$ cat config.mk
export PLATFORM = sky130hd
export DESIGN_NAME = sync_fifo
export DESIGN_NICKNAME = d
export VERILOG_FILES = /design/src/rtl/sync_fifo.sv
export SDC_FILE = /design/constraint.sdc
export NUM_CORES = 1
export LEC_CHECK = 0
export CAP_MARGIN = 20
export CORE_UTILIZATION = 48
export DETAILED_ROUTE_END_ITERATION = 10
export HOLD_SLACK_MARGIN = 0.03
export PLACE_DENSITY = 0.66
export SYNTH_ARGS = -nofsm -noshare
export SYNTH_HDL_FRONTEND = slang
export SYNTH_SLANG_ARGS = --single-unit
$ cat constraint.sdc
create_clock -name clk -period 6.3 [get_ports clk]
set_clock_uncertainty 0.05 [all_clocks]
set_input_delay 1.26 -clock clk [delete_from_list [all_inputs] [get_ports clk]]
set_output_delay 1.26 -clock clk [all_outputs]
set_load 0.005 [all_outputs]
$ cat src/rtl/sync_fifo.sv
// sync_fifo: single-clock FIFO buffering activation/weight words between the
// host-side loader and the systolic-array feeders.
//
// Owns the storage array, the read/write pointers, the occupancy count and
// the status flags. Pointers carry one extra wrap bit so full and empty can
// be told apart when the index bits match.
//
// Build option:
//   SYNC_FIFO_FWFT_EN  defined   -> first-word fall-through: data_out shows
//                                   the head entry with zero read latency.
//                      undefined -> data_out is registered and updates one
//                                   cycle after an accepted read.
//
// Flags, count and the sticky overflow/underflow bits behave identically in
// both builds.

module sync_fifo #(
    parameter  int DATA_WIDTH = 16,
    parameter  int DEPTH      = 8,
    localparam int CNT_W      = $clog2(DEPTH) + 1
) (
    input  logic                  clk,
    input  logic                  rstn,
    input  logic                  w_en,
    input  logic                  r_en,
    input  logic [DATA_WIDTH-1:0] data_in,
    output logic [DATA_WIDTH-1:0] data_out,
    output logic                  full,
    output logic                  empty,
    output logic [CNT_W-1:0]      count,
    output logic                  overflow,
    output logic                  underflow
);

    localparam int AW    = $clog2(DEPTH);
    localparam int PTR_W = AW + 1;

    // Reject depths the wrap-bit pointer scheme cannot represent.
    generate
        if (DEPTH < 2 || (DEPTH & (DEPTH - 1)) != 0) begin : g_depth_check
            $error("sync_fifo: DEPTH must be a power of two and at least 2");
        end
    endgenerate

    logic [DATA_WIDTH-1:0] mem [DEPTH];

    logic [PTR_W-1:0] wr_ptr;
    logic [PTR_W-1:0] rd_ptr;
    logic [PTR_W-1:0] wr_ptr_nxt;
    logic [PTR_W-1:0] rd_ptr_nxt;
    logic [AW-1:0]    wr_idx;
    logic [AW-1:0]    rd_idx;
    logic             wr_acc;
    logic             rd_acc;

    assign wr_idx = wr_ptr[AW-1:0];
    assign rd_idx = rd_ptr[AW-1:0];

    // A write into a full FIFO is still taken when a read frees the slot on
    // the same edge; a read from an empty FIFO is never taken (no bypass).
    assign wr_acc = w_en & (~full | r_en);
    assign rd_acc = r_en & ~empty;

    // Next pointer values; wrapping modulo 2*DEPTH falls out of the PTR_W width.
    always_comb begin
        wr_ptr_nxt = wr_ptr;
        rd_ptr_nxt = rd_ptr;
        if (wr_acc) begin
            wr_ptr_nxt = wr_ptr + PTR_W'(1);
        end
        if (rd_acc) begin
            rd_ptr_nxt = rd_ptr + PTR_W'(1);
        end
    end

    // Pointers and registered status flags, derived from the next pointer state
    // so the flag outputs carry no combinational path from w_en/r_en.
    always_ff @(posedge clk or negedge rstn) begin
        if (!rstn) begin
            wr_ptr <= '0;
            rd_ptr <= '0;
            empty  <= 1'b1;
            full   <= 1'b0;
        end else begin
            wr_ptr <= wr_ptr_nxt;
            rd_ptr <= rd_ptr_nxt;
            empty  <= (wr_ptr_nxt == rd_ptr_nxt);
            full   <= (wr_ptr_nxt[AW-1:0] == rd_ptr_nxt[AW-1:0]) &&
                      (wr_ptr_nxt[AW] != rd_ptr_nxt[AW]);
        end
    end

    // Occupancy count: moves only when exactly one side is accepted.
    always_ff @(posedge clk or negedge rstn) begin
        if (!rstn) begin
            count <= '0;
        end else begin
            case ({wr_acc, rd_acc})
                2'b10:   count <= count + CNT_W'(1);
                2'b01:   count <= count - CNT_W'(1);
                default: count <= count;
            endcase
        end
    end

    // Sticky error flags; only reset clears them.
    always_ff @(posedge clk or negedge rstn) begin
        if (!rstn) begin
            overflow  <= 1'b0;
            underflow <= 1'b0;
        end else begin
            if (w_en && full && !r_en) begin
                overflow <= 1'b1;
            end
            if (r_en && empty) begin
                underflow <= 1'b1;
            end
        end
    end

    // Storage write; contents are not reset, and a write coinciding with
    // reset is discarded.
    always_ff @(posedge clk) begin
        if (wr_acc && rstn) begin
            mem[wr_idx] <= data_in;
        end
    end

`ifdef SYNC_FIFO_FWFT_EN
    // Head entry is always visible; meaningless while empty is high.
    assign data_out = mem[rd_idx];
`else
    // Registered read port: head entry captured on the accepting edge, held otherwise.
    always_ff @(posedge clk or negedge rstn) begin
        if (!rstn) begin
            data_out <= '0;
        end else if (rd_acc) begin
            data_out <= mem[rd_idx];
        end
    end
`endif

endmodule

==> impl_metrics.json, run 1 <==
{
  "status": "complete, no violations",
  "post-route-period-util_pct": 52.3,
  "clkLatencyLatePin_ps": 420,
  "critPathMaxStageDelay_ps": 780,
  "cts.repair.resized": 0,
  "fp.dieArea_um2": 13600,
  "hold_violations": 0,
  "cts_tree": "built",
  "crit_path_end_kind": "flop",
  "fin_crit_ps": 3290,
  "drive_gt1_share_pct": 22.4,
  "cts_htree_levels": 4,
  "layout.nets": 404,
  "path_buf_inv": 2,
  "wirelength_um": 11100,
  "grt-ovfl-total": 0,
  "synth_cell_type_count": 36,
  "ant_nets": 0,
  "crit_chain": "buf_2 -> nand4b_1 -> nor2_1 -> buf_4",
  "antenna_cells": 0,
  "fmax_mhz": 304,
  "crit_arrival_ps": 3360,
  "syn_nets": 347,
  "min_path_cells": 1,
  "cp-start-kind": "input port",
  "rsz0062_at_grt": "no",
  "ff_latch_area_um2": 4650,
  "core_area_um2": 12700,
  "drt_iter0_drc": 209,
  "yosys_most_used_dff": "edfxtp_1",
  "area_delta_synth_final_pct": 18.5,
  "dp_hpwl_um": 6960,
  "seq_area_frac_synth_pct": 73.9,
  "critPathKind": "input port to flop",
  "synth_area_um2": 6280,
  "dr.pass1.iters": 4,
  "cts_sinks": 160,
  "slowest_stage": "nor2_1",
  "synth_edf_count": 128,
  "gp_congestion": 0.743,
  "syn_avg_cell_area_um2": 19.5,
  "tns_ps": 0,
  "io_buffer_count": 43,
  "cts_buffers": 17,
  "irDropWorstVdd_uv": 233,
  "required_ps": 6370,
  "antenna_found_initial": 0,
  "cts-root-buf": "clkbuf_16",
  "grt_pass1_vias": 3172,
  "num_io_pins": 44,
  "cts_setup_buffers": 0,
  "cts.path.max_buffers": 2,
  "die_y_um": 116,
  "leakagePower_uw": 0.00258,
  "ys_async_sr_fraction_pct": 20.0,
  "synth_warnings": 0,
  "initial_core_util_pct": 49.6,
  "hold_buffers": 0,
  "maxSlewViolCount": 0,
  "reg2reg_depth": 10,
  "drc_errors": 0,
  "p_per_area_nw_per_um2": 437,
  "grt_pass1_wl_um": 17500,
  "postLayoutCoreUtil_pct": 58.8,
  "grt_use_total_pct": 18.6,
  "row_count": 41,
  "crit_family": "simple AND/OR/NAND/NOR gates",
  "cap_violations": 0,
  "vias_per_cell": 5.28,
  "tightest_slew_ps": 869,
  "ys_ff_latch": 160,
  "grt_max_degree": 36,
  "path_depth": 4,
  "hold_class": "flop to flop",
  "avgRoutedWirePerCell_um": 19.7,
  "path_max_fanout": 34,
  "setup_viol_count_final": 0,
  "multiInputGateArea_um2": 1520,
  "synth_top_area_share_pct": 61.2,
  "num_vias": 2984,
  "clk_pin_slew_ps": 60,
  "yosysTopAreaCell": "edfxtp_1",
  "fill_cells": 949,
  "synthCells": 323,
  "yosys-top-cells-area": "edfxtp_1 61%, dfrtp_1 12%, mux4_2 11%",
  "die_width_um": 116,
  "slew_headroom_pct": 41.9
}
==> Yosys cell counts (3+ instances only) <==
cell type,number
a21oi_1,3
buf_2,6
buf_6,6
clkbuf_1,3
dfrtp_1,31
edfxtp_1,128
ha_1,4
inv_1,3
mux2i_1,16
mux4_2,32
nand2_1,24
nand2b_1,4
nor2_1,7
o21ai_0,18
xnor2_1,7
xor2_1,8
==> placed cells by master, fill, tap and decap left out, types with 8 or more instances in the layout <==
| cell | synthesis | layout |
|---|---|---|
| mux2i_1 | 16 | 16 |
| xor2_1 | 8 | 8 |
| nand2_1 | 24 | 24 |
| edfxtp_1 | 128 | 128 |
| clkdlybuf4s50_1 | 0 | 42 |
| buf_4 | 1 | 11 |
| mux4_2 | 32 | 32 |
| clkbuf_16 | 0 | 17 |
| o21ai_0 | 18 | 18 |
| dfrtp_1 | 31 | 29 |
==> flip-flops by register name (all words and copies together), names as in the netlist <==
signal and flops:
wr_ptr 4, rd_ptr 4, overflow 1, count 4, data_out 16, full 1, mem 128, underflow 1
empty 1
==> metrics by stage <==
step / hold WS, ps / worst slack, ps / instance area (µm²) / cells / total power (µW)
3_3_place_gp: 405 / 2530 / 6900 / 533 / 2340
3_5_place_dp: 407 / 2510 / 6900 / 533 / 2360
5_1_grt: 442 / 2750 / 7450 / 565 / 3430
2_1_floorplan: 409 / 3120 / 6280 / 323 / 2050
6_report: 420 / 3010 / 7450 / 565 / 3250
4_1_cts: 423 / 2960 / 7450 / 565 / 3300
==> metal layers <==
metal | vias to the layer above | share of wire, % | track usage [%]
met5 | - | 0 | 0
met4 | 0 | 0.62 | 5.64
li1 | 1372 | - | -
met2 | 62 | 52 | 31.0
met3 | 5 | 4.6 | 5.14
met1 | 1545 | 42 | 23.9
==> cell families after synthesis <==
group,after synthesis,share of synthesized area [%]
simple gates,50,4.46
mux,50,14.4
buf+inv,20,2.13
flops,160,73.9
compound gates,23,1.91
xor+xnor,16,2.35
fa+ha+maj,4,0.796
==> where the power goes <==
part / switching (µW) / internal [µW] / leakage [µW]
Sequential: 166 / 1310 / 0.00154
Combinational: 350 / 488 / 0.000778
Clock: 396 / 541 / 0.000266
==> path summary, 6_finish.rpt <==
| path | startpoint | endpoint | slack (ps) |
|---|---|---|---|
| worst max-delay path | rstn | mem[2][13]$_DFFE_PP_ | 3010 |
| worst min-delay path | underflow$_DFFE_PN0P_ | underflow$_DFFE_PN0P_ | 420 |
| worst max register to register | empty$_DFF_PN1_ | count[2]$_DFFE_PN0P_ | 3890 |
| worst min register to register | underflow$_DFFE_PN0P_ | underflow$_DFFE_PN0P_ | 420 |
| max in group asynchronous | rstn | rd_ptr[0]$_DFF_PN0_ | 4780 |
| min in group asynchronous | rstn | data_out[9]$_DFFE_PN0P_ | 880 |
==> worst register-to-register path: stages, from the launching register on <==
cell	delay, ps
dfstp_2	560
nand2b_1	110
buf_4	360
inv_4	80
ha_1	280
xor2_1	180
ha_1	180
a21oi_1	140
xor2_1	160
nor2_1	60
xor2_1	140
==> layout make-up <==
class,instances,share of cell area (%)
sequential,160,62.4
tap,172,2.89
multi-input combinational,143,20.3
clock buffer,18,5.76
clock inverter,14,1.56
inverter,4,0.235
timing repair buffer,54,6.82
No activity file was read; power rests on OpenSTA's default activity.
==> run 2: changes to the inputs <==
- clock period: 6.3 -> 3.1 ns (I/O delays scaled with it)
==> impl_metrics.json, run 2 (same netlist as run 1, synthesis figures left out) <==
{
  "status": "complete, no violations",
  "io_buffer_count": 43,
  "clkLatencyLatePin_ps": 420,
  "slowest_stage": "clkdlybuf4s50_1",
  "cts_htree_levels": 4,
  "grt_pass1_wl_um": 17900,
  "layout.nets": 411,
  "antenna_found_initial": 0,
  "wirelength_um": 11400,
  "grt_use_total_pct": 19.2,
  "num_io_pins": 44,
  "layout_commonest_cell": "edfxtp_1",
  "gp_congestion": 0.712,
  "cts_setup_buffers": 0,
  "hold_buffers": 1,
  "crit_path_end_kind": "flop",
  "tns_ps": 0,
  "dp_hpwl_um": 6710,
  "setup_viol_count_final": 0,
  "cts.repair.resized": 0,
  "num_vias": 3068,
  "cp-start-kind": "input port",
  "cts_sinks": 160,
  "crit_chain": "clkdlybuf4s50_1 -> nand2b_4 -> nand2_4 -> ha_1 -> xor2_1 -> ha_1 -> a21oi_1 -> xor2_1 -> nor2_1 -> xor2_1",
  "met2_length_um": 5820,
  "regMostFlops": "mem",
  "crit_top_cell": "xor2_1",
  "critPathMaxStageDelay_ps": 530,
  "tightest_slew_ps": 626,
  "ant_nets": 0,
  "pre_cts_ws_ps": 350,
  "cap_violations": 0,
  "rsz0062_at_grt": "no",
  "cts-root-buf": "clkbuf_16",
  "hold_violations": 0,
  "grt_max_degree": 35,
  "drive_gt1_share_pct": 23.3,
  "drt_iter0_drc": 155,
  "grt_pass1_vias": 3205,
  "core_area_um2": 12700,
  "cts_buffers": 17,
  "irDropWorstVdd_uv": 482,
  "highest_layer": "met4",
  "avgRoutedWirePerCell_um": 20.0,
  "die_width_um": 116,
  "hold_class": "flop to flop",
  "maxSlewViolCount": 0,
  "die_y_um": 116,
  "setup_ws_ps": 747,
  "fmax_mhz": 425,
  "cts.path.max_buffers": 2,
  "p_per_area_nw_per_um2": 914,
  "dr.pass1.iters": 4,
  "largest_reg_flops": 128,
  "required_ps": 3340,
  "initial_core_util_pct": 49.6,
  "path_max_fanout": 6,
  "wl_met3_um": 292,
  "cts_tree": "built",
  "leakagePower_uw": 0.00266,
  "fp.dieArea_um2": 13600,
  "m1WireLength_um": 5090,
  "vias_per_cell": 5.36,
  "power_uw": 6940,
  "clk_pin_slew_ps": 60,
  "slew_headroom_pct": 58.2,
  "drc_errors": 0,
  "postLayoutCoreUtil_pct": 59.9,
  "final_cell_mix": "128 x edfxtp_1, 42 x clkdlybuf4s50_1, 32 x mux4_2",
  "area_delta_synth_final_pct": 20.8,
  "top_regs": "mem: 128 flops, data_out: 16 flops",
  "fin_crit_ps": 2350,
  "grt-ovfl-total": 0,
  "crit_arrival_ps": 2600,
  "critPathKind": "input port to flop",
  "post-route-period-util_pct": 75.9,
  "row_count": 41,
  "holdWs_ps": 420,
  "antenna_cells": 0
}
-- run 2: layout make-up --
cell class,count,area (µm²)
fillers,945,5080
flip-flops and latches,160,4650
multi-input cells,143,1520
repair buffers,61,576
clock buffers,22,464
well taps,172,215
clock inverters,10,159
inverters,4,17.5
-- run 2: report_power, final --
part           switching, µW  total [µW]  leakage [µW]  internal [µW]
sequential               252        2910       0.00154           2660
clock                    784        2170      0.000300           1390
combinational            829        1860      0.000817           1030
total                   1860        6940       0.00266           5080
-- run 2: worst max-delay path: cells and delay by family --
family | cells | cell delay [ps]
XOR/XNOR | 3 | 510
AO/OA/AOI/OAI | 1 | 140
buffers and inverters | 1 | 530
adder cells (fa/ha/maj) | 2 | 460
AND/OR/NAND/NOR | 3 | 330
-- run 2: through the flow --
step,std cells,area (µm²)
after floorplan,323,6280
after global routing,572,7590
after global placement,539,6960
after detailed placement,539,6960
after CTS,572,7590
final,572,7590
-- run 2: worst paths after layout --
path	from	to	slack, ps	cells after the start
setup / recovery	r_en	count[2]$_DFFE_PN0P_	750	10
hold / removal	count[3]$_DFFE_PN0P_	count[3]$_DFFE_PN0P_	420	1
setup reg to reg	empty$_DFF_PN1_	count[2]$_DFFE_PN0P_	970	9
hold reg to reg	count[3]$_DFFE_PN0P_	count[3]$_DFFE_PN0P_	420	1
max in group asynchronous	rstn	empty$_DFF_PN1_	1820	3
min in group asynchronous	rstn	wr_ptr[0]$_DFF_PN0_	520	2
-- run 2: metal layers --
layer / vias up / global-route usage, %
met5: - / 0
met4: 0 / 9.32
met3: 15 / 4.57
met2: 51 / 30.8
met1: 1610 / 24.6
li1: 1392 / -
==> run 3: changes to the inputs <==
- PLACE_DENSITY: 0.66 -> 0.69
- clock period: 3.1 -> 2.1 ns (I/O delays scaled with it)
==> impl_metrics.json, run 3 (same netlist as run 1, synthesis figures left out) <==
{
  "antenna_found_initial": 0,
  "initial_core_util_pct": 49.6,
  "regMostFlops": "mem",
  "num_io_pins": 44,
  "largest_reg_flops": 128,
  "fmax_mhz": 509,
  "grt_pass1_vias": 3201,
  "path_max_fanout": 4,
  "post-route-period-util_pct": 93.5,
  "ant_nets": 0,
  "hold_class": "input port to flop",
  "drt_iter0_drc": 244,
  "dp_hpwl_um": 7350,
  "drive_gt1_share_pct": 27.4,
  "fin_crit_ps": 1960,
  "setup_ws_ps": 136,
  "cts.path.max_buffers": 2,
  "path_buf_inv": 1,
  "rsz0062_at_grt": "no",
  "layout.nets": 431,
  "status": "complete, no violations",
  "row_count": 41,
  "grt-ovfl-total": 0,
  "grt_use_total_pct": 18.9,
  "crit_top_cell": "xor2_1",
  "cts_htree_levels": 4,
  "leakagePower_uw": 0.00280,
  "cts_tree": "built",
  "layout_commonest_cell": "edfxtp_1",
  "tightest_slew_ps": 496,
  "num_vias": 3127,
  "crit_chain": "nand2b_4 -> inv_4 -> ha_1 -> xor2_1 -> ha_1 -> a21oi_1 -> xor2_1 -> nor2_1 -> xor2_1",
  "cts_buffers": 17,
  "clkLatencyLatePin_ps": 420,
  "drc_errors": 0,
  "vias_per_cell": 5.28,
  "crit_arrival_ps": 2220,
  "pre_cts_ws_ps": -307,
  "avgRoutedWirePerCell_um": 19.3,
  "clk_pin_slew_ps": 60,
  "cts_sinks": 160,
  "irDropWorstVdd_uv": 759,
  "postLayoutCoreUtil_pct": 61.7,
  "crit_path_end_kind": "flop",
  "die_width_um": 116,
  "core_area_um2": 12700,
  "die_y_um": 116,
  "hold_violations": 0,
  "cts_setup_buffers": 0,
  "slew_headroom_pct": 66.9,
  "critPathKind": "flop to flop",
  "antenna_cells": 0,
  "top_regs": "mem: 128 flops, data_out: 16 flops",
  "fp.dieArea_um2": 13600,
  "slowest_stage": "dfstp_2",
  "grt_pass1_wl_um": 17800,
  "cts-root-buf": "clkbuf_16",
  "crit_family": "flip-flops",
  "p_per_area_nw_per_um2": 1370,
  "gp_congestion": 0.710,
  "grt_max_degree": 35,
  "wirelength_um": 11400,
  "area_delta_synth_final_pct": 24.4,
  "setup_viol_count_final": 0,
  "cap_violations": 0,
  "io_buffer_count": 43,
  "dr.pass1.iters": 4,
  "cp-start-kind": "flop",
  "maxSlewViolCount": 0,
  "final_cell_mix": "128 x edfxtp_1, 41 x clkdlybuf4s50_1, 35 x buf_4",
  "required_ps": 2360,
  "fill_cells": 886,
  "critPathMaxStageDelay_ps": 570
}
run 3: layout make-up:
type                       count  area (µm²)  area share [%]
clock buffer                  18         439            5.62
clock inverter                14         234            2.99
inverter                       4        17.5           0.224
multi-input combinational    143        1520            19.5
sequential                   160        4650            59.5
tap                          172         215            2.75
timing repair buffer          81         741            9.48
run 3: repair_timing:
| action | 4_1_cts | 5_1_grt |
|---|---|---|
| endpoints found under the setup margin | 0 | 1 |
| gates resized for setup | 0 | 2 |
| hold buffers | 1 | 0 |
| endpoints found under the hold margin | 31 | 0 |
run 3: worst min-delay path, delay by kind of cell:
kind,cells,cell delay [ps]
buffers and inverters,1,180
and+or+nand+nor,2,150
run 3: final timing paths:
kind	from	end	slack, ps	depth (start not counted)
worst max-delay path	empty$_DFF_PN1_	count[2]$_DFFE_PN0P_	140	9
worst min-delay path	r_en	underflow$_DFFE_PN0P_	320	3
worst max register to register	empty$_DFF_PN1_	count[2]$_DFFE_PN0P_	140	9
worst min register to register	count[3]$_DFFE_PN0P_	count[3]$_DFFE_PN0P_	420	1
max in group asynchronous	rstn	empty$_DFF_PN1_	1220	3
min in group asynchronous	rstn	rd_ptr[1]$_DFF_PN0_	500	3
run 3: routing by layer:
| layer | global-route usage [%] | wire length (µm) |
|---|---|---|
| met5 | 0 | 0 |
| met4 | 7.86 | 130 |
| met3 | 4.98 | 564 |
| met2 | 28.7 | 5510 |
| met1 | 26.3 | 5200 |
run 3: where the power goes:
| group | switching, µW | total (µW) | internal, µW |
|---|---|---|---|
| logic | 1300 | 2960 | 1660 |
| registers | 333 | 4260 | 3930 |
| clock network | 1200 | 3460 | 2260 |
| total | 2830 | 10700 | 7850 |
run 3: per-stage QoR:
stage                     hold slack [ps]  setup TNS [ps]  area (µm²)  power, µW  cells
after CTS                             425               0        7810      10800    592
after global routing                  336               0        7820      11200    592
after floorplan                      74.4               0        6290       6170    323
final                                 317               0        7820      10700    592
after global placement                394          -16580        7120       7230    559
after detailed placement              404          -21150        7120       7310    559
